--- config.mk ---
export PLATFORM = sky130hd
export DESIGN_NAME = cmp_sweep_ctrl
export DESIGN_NICKNAME = d
export VERILOG_FILES = /design/src/rtl/cmp_sweep_ctrl.sv
export SDC_FILE = /design/constraint.sdc
export NUM_CORES = 1
export LEC_CHECK = 0
export BUFFER_PORTS_ARGS = -buffer_cell sky130_fd_sc_hd__buf_2
export CORE_ASPECT_RATIO = 1.5
export CORE_MARGIN = 2
export CORE_UTILIZATION = 40
export DETAILED_ROUTE_END_ITERATION = 6
export RECOVER_POWER = 50
export SYNTH_ARGS = -nofsm -noshare
export SYNTH_HDL_FRONTEND = slang
export SYNTH_SLANG_ARGS = --single-unit
--- constraint.sdc ---
create_clock -name clk -period 2.05 [get_ports clk]
set_input_delay 0.1025 -clock clk [delete_from_list [all_inputs] [get_ports clk]]
set_output_delay 0.1025 -clock clk [all_outputs]
set_load 0.1 [all_outputs]
--- src/rtl/cmp_sweep_ctrl.sv ---
// cmp_sweep_ctrl: sweeps all 16 {b,a} vectors through a 2-bit comparator and checks each result against b>a.
module cmp_sweep_ctrl #(
  parameter int unsigned SETTLE = 2
) (
  input  logic        clk,
  input  logic        rst_n,
  input  logic        start,
  input  logic        abort,
  output logic [1:0]  cmp_b,
  output logic [1:0]  cmp_a,
  input  logic        cmp_gt,
  output logic        busy,
  output logic        done,
  output logic [15:0] gt_map,
  output logic [15:0] err_map,
  output logic [4:0]  err_cnt,
  output logic        pass
);
  typedef enum logic [1:0] {ST_IDLE, ST_SETTLE, ST_SAMPLE, ST_DONE} state_t;
  localparam logic [3:0] LAST = 4'(SETTLE - 1);
  state_t     state;
  logic [3:0] idx;
  logic [3:0] cnt;
  logic       golden;
  logic       mism;
  assign golden = idx[3:2] > idx[1:0];
  assign mism   = cmp_gt != golden;
  always_ff @(posedge clk or negedge rst_n) begin
    if (!rst_n) begin
      state   <= ST_IDLE;
      idx     <= '0;
      cnt     <= '0;
      cmp_b   <= '0;
      cmp_a   <= '0;
      busy    <= 1'b0;
      done    <= 1'b0;
      gt_map  <= '0;
      err_map <= '0;
      err_cnt <= '0;
      pass    <= 1'b0;
    end else begin
      done <= 1'b0;
      case (state)
        ST_IDLE: if (start && !abort) begin
          state   <= ST_SETTLE;
          idx     <= '0;
          cnt     <= '0;
          cmp_b   <= '0;
          cmp_a   <= '0;
          busy    <= 1'b1;
          gt_map  <= '0;
          err_map <= '0;
          err_cnt <= '0;
          pass    <= 1'b0;
        end
        ST_SETTLE: if (abort) begin
          state <= ST_IDLE;
          busy  <= 1'b0;
        end else if (cnt == LAST) begin
          state <= ST_SAMPLE;
        end else begin
          cnt <= cnt + 4'd1;
        end
        ST_SAMPLE: if (abort) begin
          state <= ST_IDLE;
          busy  <= 1'b0;
        end else begin
          gt_map[idx] <= cmp_gt;
          if (mism) begin
            err_map[idx] <= 1'b1;
            err_cnt      <= err_cnt + 5'(err_cnt != 5'd16);
          end
          if (idx == 4'd15) begin
            // pass is formed here so the final sample's verdict is included
            state <= ST_DONE;
            busy  <= 1'b0;
            done  <= 1'b1;
            pass  <= (err_cnt == 5'd0) && !mism;
          end else begin
            state          <= ST_SETTLE;
            idx            <= idx + 4'd1;
            cnt            <= '0;
            {cmp_b, cmp_a} <= idx + 4'd1;
          end
        end
        default: state <= ST_IDLE;
      endcase
    end
  end
endmodule

---- Word-level counts from Yosys, hierarchy flattened ----
Cells that the tools add are included.
operators by class
  $add $sub $neg .......................... 3
  $lt $le $gt $ge ......................... 3
  eq/ne operators ......................... 16
  multiplexer cells ....................... 47
  bitwise logic cells ..................... 1
  reductions and logical operators ........ 16
operators with widths
  cell                                                                    number
  16-bit 2-to-1 mux                                                       4
  16-bit case mux with 2 select lines                                     2
  4-bit 2-to-1 mux                                                        7
  2-bit 2-to-1 mux                                                        10
  16-bit bitwise mux                                                      1
  2-bit inequality test (second input constant)                           8
  16-bit OR                                                               1
  4-bit AND reduction                                                     4
  5-bit 2-to-1 mux                                                        3
  4-bit case mux with 3 select lines                                      1
  1-bit 2-to-1 mux                                                        11
  5-bit case mux with 2 select lines                                      1
  4-bit by 1-bit adder with 4-bit output (second input constant)          2
  2-bit case mux with 2 select lines                                      2
  4-bit case mux with 2 select lines                                      1
  3-bit inequality test (second input constant)                           2
  2-bit case mux with 3 select lines                                      1
  6-bit AND reduction                                                     1
  5-bit by 1-bit adder with 5-bit output                                  1
  5-bit logical NOT                                                       1
  4-bit by 5-bit < comparator with 1-bit output (second input constant)   1
  5-bit inequality test (second input constant)                           1
  1-bit demux with 4-bit select                                           1
  4-bit by 1-bit equality test with 1-bit output (second input constant)  1
  other kinds (15)                                                        18
word-level totals
  register bits after elaboration ......... 54
  input port bits ......................... 5
  output and inout port bits .............. 44
  logic and storage cells ................. 97

---- Logic depth before layout (Yosys ltp) ----
Gate-level depths: netlist of the first run.
  word-level depth ........................ 8
  depth in mapped cells ................... 9
  gate-level depth less buffers ........... 7

---- Worst setup path after synthesis of the first run ----
No wires, ideal clock.
  path type ............................... reg-to-reg
  from .................................... reg idx[1]
  to ...................................... reg err_map[10]
  setup time .............................. 123 ps
  arrival ................................. 2581 ps
  required time ........................... 1927 ps
  path slack .............................. -654 ps
  stages on the path, launching flop included .. 8
  path buffers ............................ 1
  period minus slack after synthesis ...... 2704 ps
  cells stage by stage .................... dfrtp_1 -> inv_1 -> ha_1 -> nor2b_1 -> o21ai_1 -> o2111ai_1 -> buf_2 -> a32o_1
on the way
  word-level cells in the longest chain between the ends .. 8
  elaborated cells between the ends (all ways) .. 13
  classes of those cells .................. order compare (3); eq/ne (2); mux (5); bitwise (1); reduce/logical (2)
ends and longest elaborated chain
  what                                                                                                                                                 line  RTL
  from (decl)                                                                                                                                          22    logic [3:0] idx;
  from (signal assigned)                                                                                                                               81    idx <= idx + 4'd1;
  4-bit by 5-bit < comparator with 1-bit output (not written as such) or 4-bit by 1-bit greater-or-equal comparator with 1-bit output (tied branches)  70    err_map[idx] <= 1'b1;
  1-bit logical AND (not written as such)                                                                                                              70
  1-bit 2-to-1 mux (not written as such)                                                                                                               70
  1-bit demux with 4-bit select                                                                                                                        70
  16-bit OR (no source line)                                                                                                                           n/a
  16-bit 2-to-1 mux                                                                                                                                    69    if (mism) begin
  16-bit 2-to-1 mux                                                                                                                                    64    ST_SAMPLE: if (abort) begin
  16-bit case mux with 2 select lines                                                                                                                  43    case (state)
  to (signal assigned)                                                                                                                                 38    err_map <= '0;
  to (signal assigned)                                                                                                                                 52    err_map <= '0;
  to (signal, indexed assignment)                                                                                                                      70
  to (decl)                                                                                                                                            15    output logic [15:0] err_map,
Parallel ways exist; a longest one is shown, timed or not. The select of a mux whose other input is x is not followed.
A chain may end at the register's enable or synchronous reset.

---- Worst setup path in the final report of the first run ----
  from .................................... reg idx[1]
  to ...................................... reg err_map[4]
The elaborated chain is that of the path after synthesis.

==> results of run 1 <==
-- flip-flops by register name, summed over array words and instances, names as in the netlist, 2 cells and up --
signal	count
err_map	16
gt_map	16
err_cnt	5
cnt	4
idx	2
state	2
-- report_power, final --
group          internal (W)  switching (W)  leakage (nW)
logic              0.000578        0.00161         0.713
clock network      0.000359       0.000350        0.0542
registers           0.00114       0.000173         0.674
total               0.00208        0.00213          1.44
-- worst reg2reg max path, cell delays in order, from the launching register on --
cell and delay [ns]:
dfrtp_4 0.52, inv_2 0.11, ha_4 0.21, nor2b_4 0.16, o21ai_4 0.23, o2111ai_2 0.31, a32o_1 0.35
-- placed cells by master (no fill, tap or decap), types with 2 or more instances in the layout --
master	Yosys	final
a211o_1	2	2
a21oi_1	8	7
a22o_1	3	3
a22oi_1	2	2
a31oi_1	2	2
a32o_1	15	15
a41oi_1	2	2
and2_1	3	3
buf_2	7	27
buf_4	0	13
clkbuf_1	4	21
clkbuf_2	0	2
clkbuf_8	0	5
dfrtp_1	50	42
dfrtp_2	0	3
dfrtp_4	0	5
ha_1	14	9
ha_2	0	2
ha_4	0	3
inv_1	12	10
inv_2	0	2
nand2_1	28	28
nand3_1	19	19
nand4_1	6	6
nor2_1	9	8
nor3_1	3	3
nor4_1	4	3
o211ai_1	13	13
o21ai_0	8	8
o21ai_1	4	3
o21ai_4	1	2
o22ai_1	2	2
o31ai_1	13	13
-- layer usage --
layer / track usage [%] / up-vias
met5: 0 / -
met4: 6.20 / 0
met2: 33.5 / 51
li1: - / 1105
met1: 25.2 / 1075
met3: 3.59 / 9
-- final cells by class --
cell class | instances | area, µm²
Clock buffer | 5 | 68.8
Clock inverter | 2 | 38.8
Fill cell | 624 | 3230
Inverter | 12 | 45.0
Multi-Input combinational cell | 183 | 1390
Sequential cell | 50 | 1270
Tap cell | 76 | 95.1
Timing Repair Buffer | 65 | 352
-- through the flow --
step	setup WS, ns	area (µm²)
after global routing	-0.0163	3260
after global placement	0.126	3130
after CTS	0.0440	3240
final	0.0561	3260
after detailed placement	0.0841	3130
after floorplan	0.00372	2800
-- worst min-delay path by stage --
stage / from / to / cells after the start
3_3_place_gp: rst_n / gt_map[5]$_DFFE_PN0P_ / 1
4_1_cts: abort / done$_DFF_PN0_ / 2
2_1_floorplan: rst_n / busy$_DFFE_PN0P_ / 0
6_report: cmp_gt / gt_map[3]$_DFFE_PN0P_ / 3
3_5_place_dp: rst_n / gt_map[5]$_DFFE_PN0P_ / 1
5_1_grt: cmp_gt / gt_map[3]$_DFFE_PN0P_ / 3
-- kinds of logic (layout without fill, tap and decap cells) --
logic type,after synthesis,in the layout,synth area share (%)
flops,50,50,46.9
buf+inv,28,84,6.00
mux,2,2,0.750
compound gates,80,81,23.0
fa+ha+maj,14,14,6.56
simple gates,86,86,16.8
-- synth_stat cells (all sizes together), types with 3 or more instances --
cell / count
a21oi: 9
a22o: 3
a32o: 15
and2: 3
buf: 12
clkbuf: 4
dfrtp: 50
ha: 14
inv: 12
nand2: 29
nand3: 19
nand4: 6
nor2: 10
nor3: 4
nor4: 4
o211ai: 13
o21ai: 13
o31ai: 13
-- repair_timing --
action | 4_1_cts | 5_1_grt
setup buffers | 0 | 1
hold buffers | 1 | 0
setup endpoints to repair | 0 | 24
hold endpoints to repair | 21 | 0
resized for setup | 0 | 5
==> flow_summary.ini, run 1 <==
[outcome]
status = completed

[finish]
diodes = 0
utilization_pct = 50.3
layout-drive-gt1-share_pct = 25.9
fin_nets = 336
fin_cells = 393
areaGrowthSynthToFinish_pct = 22.1

[global_route]
grt_pass1_vias = 2215
antenna_found_initial = 0
grt_first_pass_wirelength_mm = 11.7
gr-usage-all-layers_pct = 19.8
grt_max_degree = 24
grt_overflow = 0

[critical_path]
critPathBufInv = 1
crit_slowest_cell = dfrtp_4
cp-start-kind = flop
path_class = flop to flop
cp.required_ns = 2.26
r2r_start = idx[1]$_DFFE_PN0P_
critical_path_depth = 6
crit_family = compound AO/OA/AOI/OAI gates
worstRegToRegCells = 6
slowest_delay_ns = 0.52
worstSetupStartpoint = idx[1]$_DFFE_PN0P_
r2r_slack_ns = 0.06
critPathArrivalTime_ns = 2.21
cp-endpoint = err_map[4]$_DFFE_PN0P_
r2r_end = err_map[4]$_DFFE_PN0P_
cp_cell_sequence = inv_2 > ha_4 > nor2b_4 > o21ai_4 > o2111ai_2 > a32o_1
worstSetupEndpointType = flop
worstPathMaxFanout = 8

[clock_network]
cts_root_buf = clkbuf_8
numCtsBuffers = 5
clock-sinks = 50
cts_tree = done
cts.clk_slew.worst_paths_ns = 0.10
clock_tree.buffer_depth = 2
clock_latency_ns = 0.32
htree_levels = 2

[logic_synthesis]
yosysTopAreaCellShare_pct = 46.9
synthDistinctLibCells = 46
synth_top_cell_by_area = dfrtp_1
synth_ff_type = dfrtp_1
netlist_area_um2 = 2670
ys_async_sr_fraction_pct = 100
synth_area_leaders = dfrtp_1 47%, ha_1 6.6%, a32o_1 5.6%
ys_ff_latch = 50
syn-num-nets = 279
ys_seq_area_share_pct = 46.9
yosysWarnings = 0
synth.avg_cell_area_um2 = 10.3
netlist_instances = 260
synth_edf_count = 0

[sta]
hold_viol = 0
slew_violations = 0
finalSetupViolCount = 0
holdWs_ns = 0.101
fin_setup_tns_ns = 0
worstMarginPinSlew_ns = 1.32
fmax_mhz = 502
post-route-min-period_ns = 1.99
finalCritPeriodShare_pct = 97.3
skew_ns = 0.0145
rsz0062_at_grt = true
max-slew-margin-rel_pct = 12.1

[power_and_ir_drop]
leakage_nw = 1.44
vdd.ir_drop.worst_v = 0.000614
power_density_nw_per_um2 = 1290
finalPower_w = 0.00421

[detailed_routing]
drtAntennaViolNets = 0
met2_length_mm = 3.78
vias = 2240
drc = 0
firstDrtPassIters = 4
dr_wl_met3_um = 261
wl_per_cell_um = 18.1
m1WireLength_mm = 2.95
vias_per_cell = 5.70
drt-initial-drc-count = 139
top_layer = met4
wirelength_mm = 7.12

[die]
core_um2 = 6490
ioPinCount = 49
die_x_um = 70.7
num_rows = 36
start_util_pct = 41.1
die_h_um = 104
die-area_um2 = 7360

[placement]
hpwl_mm = 4.96
place.gp.congestion = 0.784
portBuffers = 48
place_inst = 383

[hold_path]
min_path_type = primary input to flop

[job]
maxCapViolCount = 0
No activity file was read; power rests on OpenSTA's default activity.
==> run 2: changes to the inputs <==
ABC_AREA = 1   (was unset)
==> run 2 against run 1 <==
  * Non-clock buffer count decreased by 4
  * Highest routed layer unchanged
  * Hold slack got worse by 0.076 ns
  * Via count increased by 18%
  * Critical path depth increased by 5
  * Count of clock-buffer cells in the layout increased by 2
  * Wire length decreased by 0.96%
==> flow_summary.ini, run 2 <==
[power_and_ir_drop]
seqPwrFrac_pct = 34.1
netSwitchingFraction_pct = 48.9
leakage_nw = 1.70
power_density_nw_per_um2 = 1040
vdd.ir_drop.worst_v = 0.000637
p_int_w = 0.00177
combPwrFrac_pct = 48.2
p_sw_w = 0.00169
clockPowerShare_pct = 17.7

[die]
core_um2 = 7180
die_h_um = 109
num_rows = 38
ioPinCount = 49
die_x_um = 74.1
start_util_pct = 41.0
die-area_um2 = 8080

[sta]
hold_viol = 0
post-route-min-period_ns = 1.82
layout_setup_ws_ns = 0.225
rsz0062_at_grt = false
slew_violations = 0
skew_ns = 0.0117
fmax_mhz = 548
worstMarginPinSlew_ns = 1.19
max-slew-margin-rel_pct = 21.1
finalCritPeriodShare_pct = 89.0
fin_setup_tns_ns = 0
finalSetupViolCount = 0

[critical_path]
critPathArrivalTime_ns = 2.07
path_class = flop to flop
cp.required_ns = 2.30
worstSetupEndpointType = flop
worstPathMaxFanout = 21
cp-start-kind = flop

[logic_synthesis]
synth_top_cell_by_area = dfrtp_1
yosysMostFrequentCell = nand2_1
ys_async_sr_fraction_pct = 100
synth_area_leaders = dfrtp_1 42%, nand2_1 17%, nand3_1 7.0%
synthDistinctLibCells = 25
synth_ff_type = dfrtp_1
netlist_instances = 399
synth_edf_count = 0
ys_ff_latch = 50
ys_seq_area_share_pct = 42.5
synth.avg_cell_area_um2 = 7.38
yosysWarnings = 0
yosys-top-cells-count = 136 x nand2_1, 50 x dfrtp_1, 41 x inv_1, 41 x nand3_1, 35 x nor2_1
syn-num-nets = 418
yosysTopAreaCellShare_pct = 42.5
netlist_area_um2 = 2940

[clock_network]
cts_tree = done
clock-sinks = 50
numCtsBuffers = 5
cts_root_buf = clkbuf_8
cts.clk_slew.worst_paths_ns = 0.10
htree_levels = 2
clock_latency_ns = 0.31
clock_tree.buffer_depth = 2
postCtsSetupRepairBufs = 0

[finish]
largestRegisters = err_map x16, gt_map x16, err_cnt x5
fin_nets = 469
areaGrowthSynthToFinish_pct = 13.6
layout-drive-gt1-share_pct = 13.5
diodes = 0
final_common_cell = nand2_1
final_cell_mix = 136 x nand2_1, 41 x inv_1, 41 x dfrtp_1

[placement]
portBuffers = 48
pre_cts_slack_ns = 0.158
hpwl_mm = 5.23
place.gp.congestion = 0.863

[hold_path]
min_path_type = primary input to flop

[global_route]
grt_max_degree = 35
antenna_found_initial = 0
grt_first_pass_wirelength_mm = 11.7
gr-usage-all-layers_pct = 18.7
grt_pass1_vias = 2508
grt_overflow = 0

[detailed_routing]
drt-initial-drc-count = 149
wirelength_mm = 7.05
vias = 2633
vias_per_cell = 4.78
m1WireLength_mm = 3.09
dr_wl_met3_um = 220
met2_length_mm = 3.66
firstDrtPassIters = 4
top_layer = met4
drtAntennaViolNets = 0
wl_per_cell_um = 12.8
drc = 0

[job]
maxCapViolCount = 0

[outcome]
status = completed
run 2: power by group through the flow:
| stage | clock (W) | sequential, W | combinational, W |
|---|---|---|---|
| 2_1_floorplan | 0 | 0.00161 | 0.00100 |
| 3_3_place_gp | 0 | 0.00120 | 0.00165 |
| 3_5_place_dp | 0 | 0.00120 | 0.00167 |
| 4_1_cts | 0.000637 | 0.00118 | 0.00167 |
| 5_1_grt | 0.000683 | 0.00120 | 0.00185 |
| 6_report | 0.000613 | 0.00118 | 0.00167 |
run 2: metrics by stage:
step                      util (%)  power, W  instances  hold WS (ns)  area (µm²)
after floorplan                  -   0.00261        399        -0.193        2960
after global placement        45.6   0.00285        542         0.237        3270
after detailed placement      45.6   0.00287        542         0.243        3270
after CTS                     47.0   0.00349        551       0.00802        3370
after global routing          46.6   0.00374        551        0.0269        3350
final                         46.6   0.00346        551        0.0250        3350
run 2: path summary, 6_finish.rpt:
path,startpoint,endpoint,depth (start not counted),slack [ns]
worst max-delay path,state[0]$_DFFE_PN0P_,err_cnt[4]$_DFFE_PN0P_,11,0.23
worst min register to register,gt_map[7]$_DFFE_PN0P_,gt_map[7]$_DFFE_PN0P_,2,0.50
worst min-delay path,abort,done$_DFF_PN0_,2,0.03
min in group asynchronous,rst_n,idx[1]$_DFFE_PN0P_,2,0.43
worst max register to register,state[0]$_DFFE_PN0P_,err_cnt[4]$_DFFE_PN0P_,11,0.23
max in group asynchronous,rst_n,err_map[12]$_DFFE_PN0P_,3,0.81
run 2: area by class of cell:
cell class,instances,area [µm²]
Clock inverter,1,5.00
Tap cell,100,125
Inverter,44,170
Multi-Input combinational cell,288,1380
Fill cell,755,3830
Timing Repair Buffer,61,318
Sequential cell,50,1260
Clock buffer,7,86.3
run 2: cell families after synthesis:
| family | after synthesis | synth area share (%) |
|---|---|---|
| xor gates and xnor gates | 2 | 0.595 |
| buffers and inverters | 61 | 10.9 |
| AOI/OAI and AO/OA | 42 | 7.44 |
| DFF | 50 | 42.5 |
| adders and majority gates | 14 | 5.95 |
| and+or+nand+nor | 230 | 32.6 |
run 2: what timing repair did:
item	in CTS	in global routing
gates resized for setup	0	4
hold buffers	1	0
endpoints found under the hold margin	31	0
endpoints found under the setup margin	0	21
run 2: metal layers:
metal / up-vias / global-route usage (%)
met5: - / 0
met4: 0 / 5.32
met3: 6 / 3.70
met2: 36 / 32.1
met1: 1230 / 23.4
li1: 1361 / -
run 2: worst max-delay path, cell delays in order (launching register included):
cell and delay (ns):
dfrtp_1 0.41, inv_1 0.11, ha_1 0.23, inv_1 0.08
nand2_1 0.07, o21ai_2 0.06, nand2_2 0.16, clkinv_4 0.17
nand2_1 0.12, buf_6 0.20, nand2_1 0.07, nand2_1 0.07
==> run 3: changes to the inputs <==
PLACE_DENSITY_LB_ADDON = 0.3   (was unset)
==> run 3 against run 2 <==
  * Total power increased by 2.5%
  * Sequential share of layout area decreased by 0.15 points
  * Clock power increased by 11%
  * Critical endpoint is now err_map[12]$_DFFE_PN0P_
  * Register-to-register slack worse by 0.03 ns
  * Wire length down 2.4%
  * Die area unchanged
  * Sequential power is essentially flat
  * Highest routed layer unchanged
  * Clock skew fell by 0.0052 ns
==> flow_summary.ini, run 3 (synthesis gave the netlist of run 2 again) <==
[detailed_routing]
wl_per_cell_um = 12.6
drt-initial-drc-count = 85
dr_wl_met3_um = 251
drc = 0
m1WireLength_mm = 3.01
wirelength_mm = 6.88
drtAntennaViolNets = 0
vias = 2593
top_layer = met4
vias_per_cell = 4.74
met2_length_mm = 3.54
firstDrtPassIters = 4

[power_and_ir_drop]
vdd.ir_drop.worst_v = 0.000647
leakage_nw = 1.71
power_density_nw_per_um2 = 1060
finalPower_w = 0.00355

[placement]
portBuffers = 48
pre_cts_slack_ns = 0.148
place_inst = 538
place.gp.congestion = 0.878
hpwl_mm = 5.14

[clock_network]
htree_levels = 2
cts_root_buf = clkbuf_8
clock-sinks = 50
cts.clk_slew.worst_paths_ns = 0.09
numCtsBuffers = 5
clock_latency_ns = 0.31
clock_tree.buffer_depth = 2
cts_tree = done
postCtsSetupRepairBufs = 0

[finish]
fin_nets = 465
fin_cells = 547
diodes = 0
utilization_pct = 46.8
multi_input_area_um2 = 1370
layout-drive-gt1-share_pct = 13.4
regArea_um2 = 1260
largestRegisters = err_map x16, gt_map x16, err_cnt x5
n_fill_cell = 761
final_cell_mix = 136 x nand2_1, 41 x inv_1, 41 x nand3_1, 41 x dfrtp_1, 35 x nor2_1
areaGrowthSynthToFinish_pct = 14.1
final_common_cell = nand2_1

[global_route]
grt_first_pass_wirelength_mm = 11.6
grt_overflow = 0
grt_max_degree = 36
antenna_found_initial = 0
gr-usage-all-layers_pct = 18.5
grt_pass1_vias = 2525

[die]
core_um2 = 7180
die_h_um = 109
die_x_um = 74.1
ioPinCount = 49
start_util_pct = 41.0
num_rows = 38
die-area_um2 = 8080

[sta]
slew_violations = 0
skew_ns = 0.00644
rsz0062_at_grt = false
hold_viol = 0
fmax_mhz = 540
max-slew-margin-rel_pct = 11.4
post-route-min-period_ns = 1.85
finalCritPeriodShare_pct = 90.3
finalSetupViolCount = 0
fin_setup_tns_ns = 0
worstMarginPinSlew_ns = 1.33
layout_setup_ws_ns = 0.198

[critical_path]
worstSetupEndpointType = flop
worstPathMaxFanout = 19
path_class = flop to flop
cp-start-kind = flop
critPathArrivalTime_ns = 2.06
cp.required_ns = 2.26

[outcome]
status = completed

[job]
maxCapViolCount = 0

[hold_path]
min_path_type = primary input to flop
run 3: cell count changes in the layout (fill, tap and decap cells not counted), sizes merged:
cell    change
clkbuf      -3
clkinv      -2
inv         +1
run 3: metrics by stage:
step	cell area, µm²	hold WS [ns]
finish	3360	0.0400
global route	3360	0.0389
CTS	3370	0.0334
detailed placement	3250	0.132
global placement	3250	0.120
floorplan	2960	-0.193
run 3: repair_timing:
item / in CTS / in global routing
hold buffers: 1 / 0
endpoints found under the setup margin: 0 / 22
gates resized for setup: 0 / 4
hold endpoints to repair: 22 / 0
run 3: power breakdown:
part	internal (W)	total, W	switching [W]
Combinational	0.000418	0.00168	0.00126
Clock	0.000341	0.000681	0.000340
Sequential	0.00109	0.00119	0.0000979
Total	0.00185	0.00355	0.00170
run 3: routing by layer:
| layer | track usage, % | up-vias |
|---|---|---|
| met2 | 32.7 | 41 |
| met3 | 4.07 | 5 |
| met4 | 5.97 | 0 |
| met1 | 21.7 | 1191 |
| met5 | 0 | - |
| li1 | - | 1356 |
run 3: layout make-up:
cell class | count | share of cell area, %
flip-flops and latches | 50 | 37.7
clock buffers | 8 | 3.28
inverters | 44 | 5.14
well taps | 100 | 3.72
multi-input cells | 288 | 40.8
repair buffers | 57 | 9.39
run 3: final timing paths:
path	from	endpoint	slack, ns	cells past startpoint
min	abort	done$_DFF_PN0_	0.04	2
max in group asynchronous	rst_n	err_cnt[1]$_DFFE_PN0P_	0.57	2
min in group asynchronous	rst_n	gt_map[10]$_DFFE_PN0P_	0.60	2
max	state[0]$_DFFE_PN0P_	err_map[12]$_DFFE_PN0P_	0.20	10
max reg2reg	state[0]$_DFFE_PN0P_	err_map[12]$_DFFE_PN0P_	0.20	10
min reg2reg	gt_map[6]$_DFFE_PN0P_	gt_map[6]$_DFFE_PN0P_	0.50	2
run 3: critical path, stage by stage, from the launching register on:
cell	delay, ns
dfrtp_1	0.41
inv_1	0.11
ha_1	0.23
inv_1	0.09
o21ai_2	0.17
nand2_2	0.17
inv_8	0.16
nand2_1	0.09
buf_4	0.20
nand2_1	0.07
nand2_1	0.05
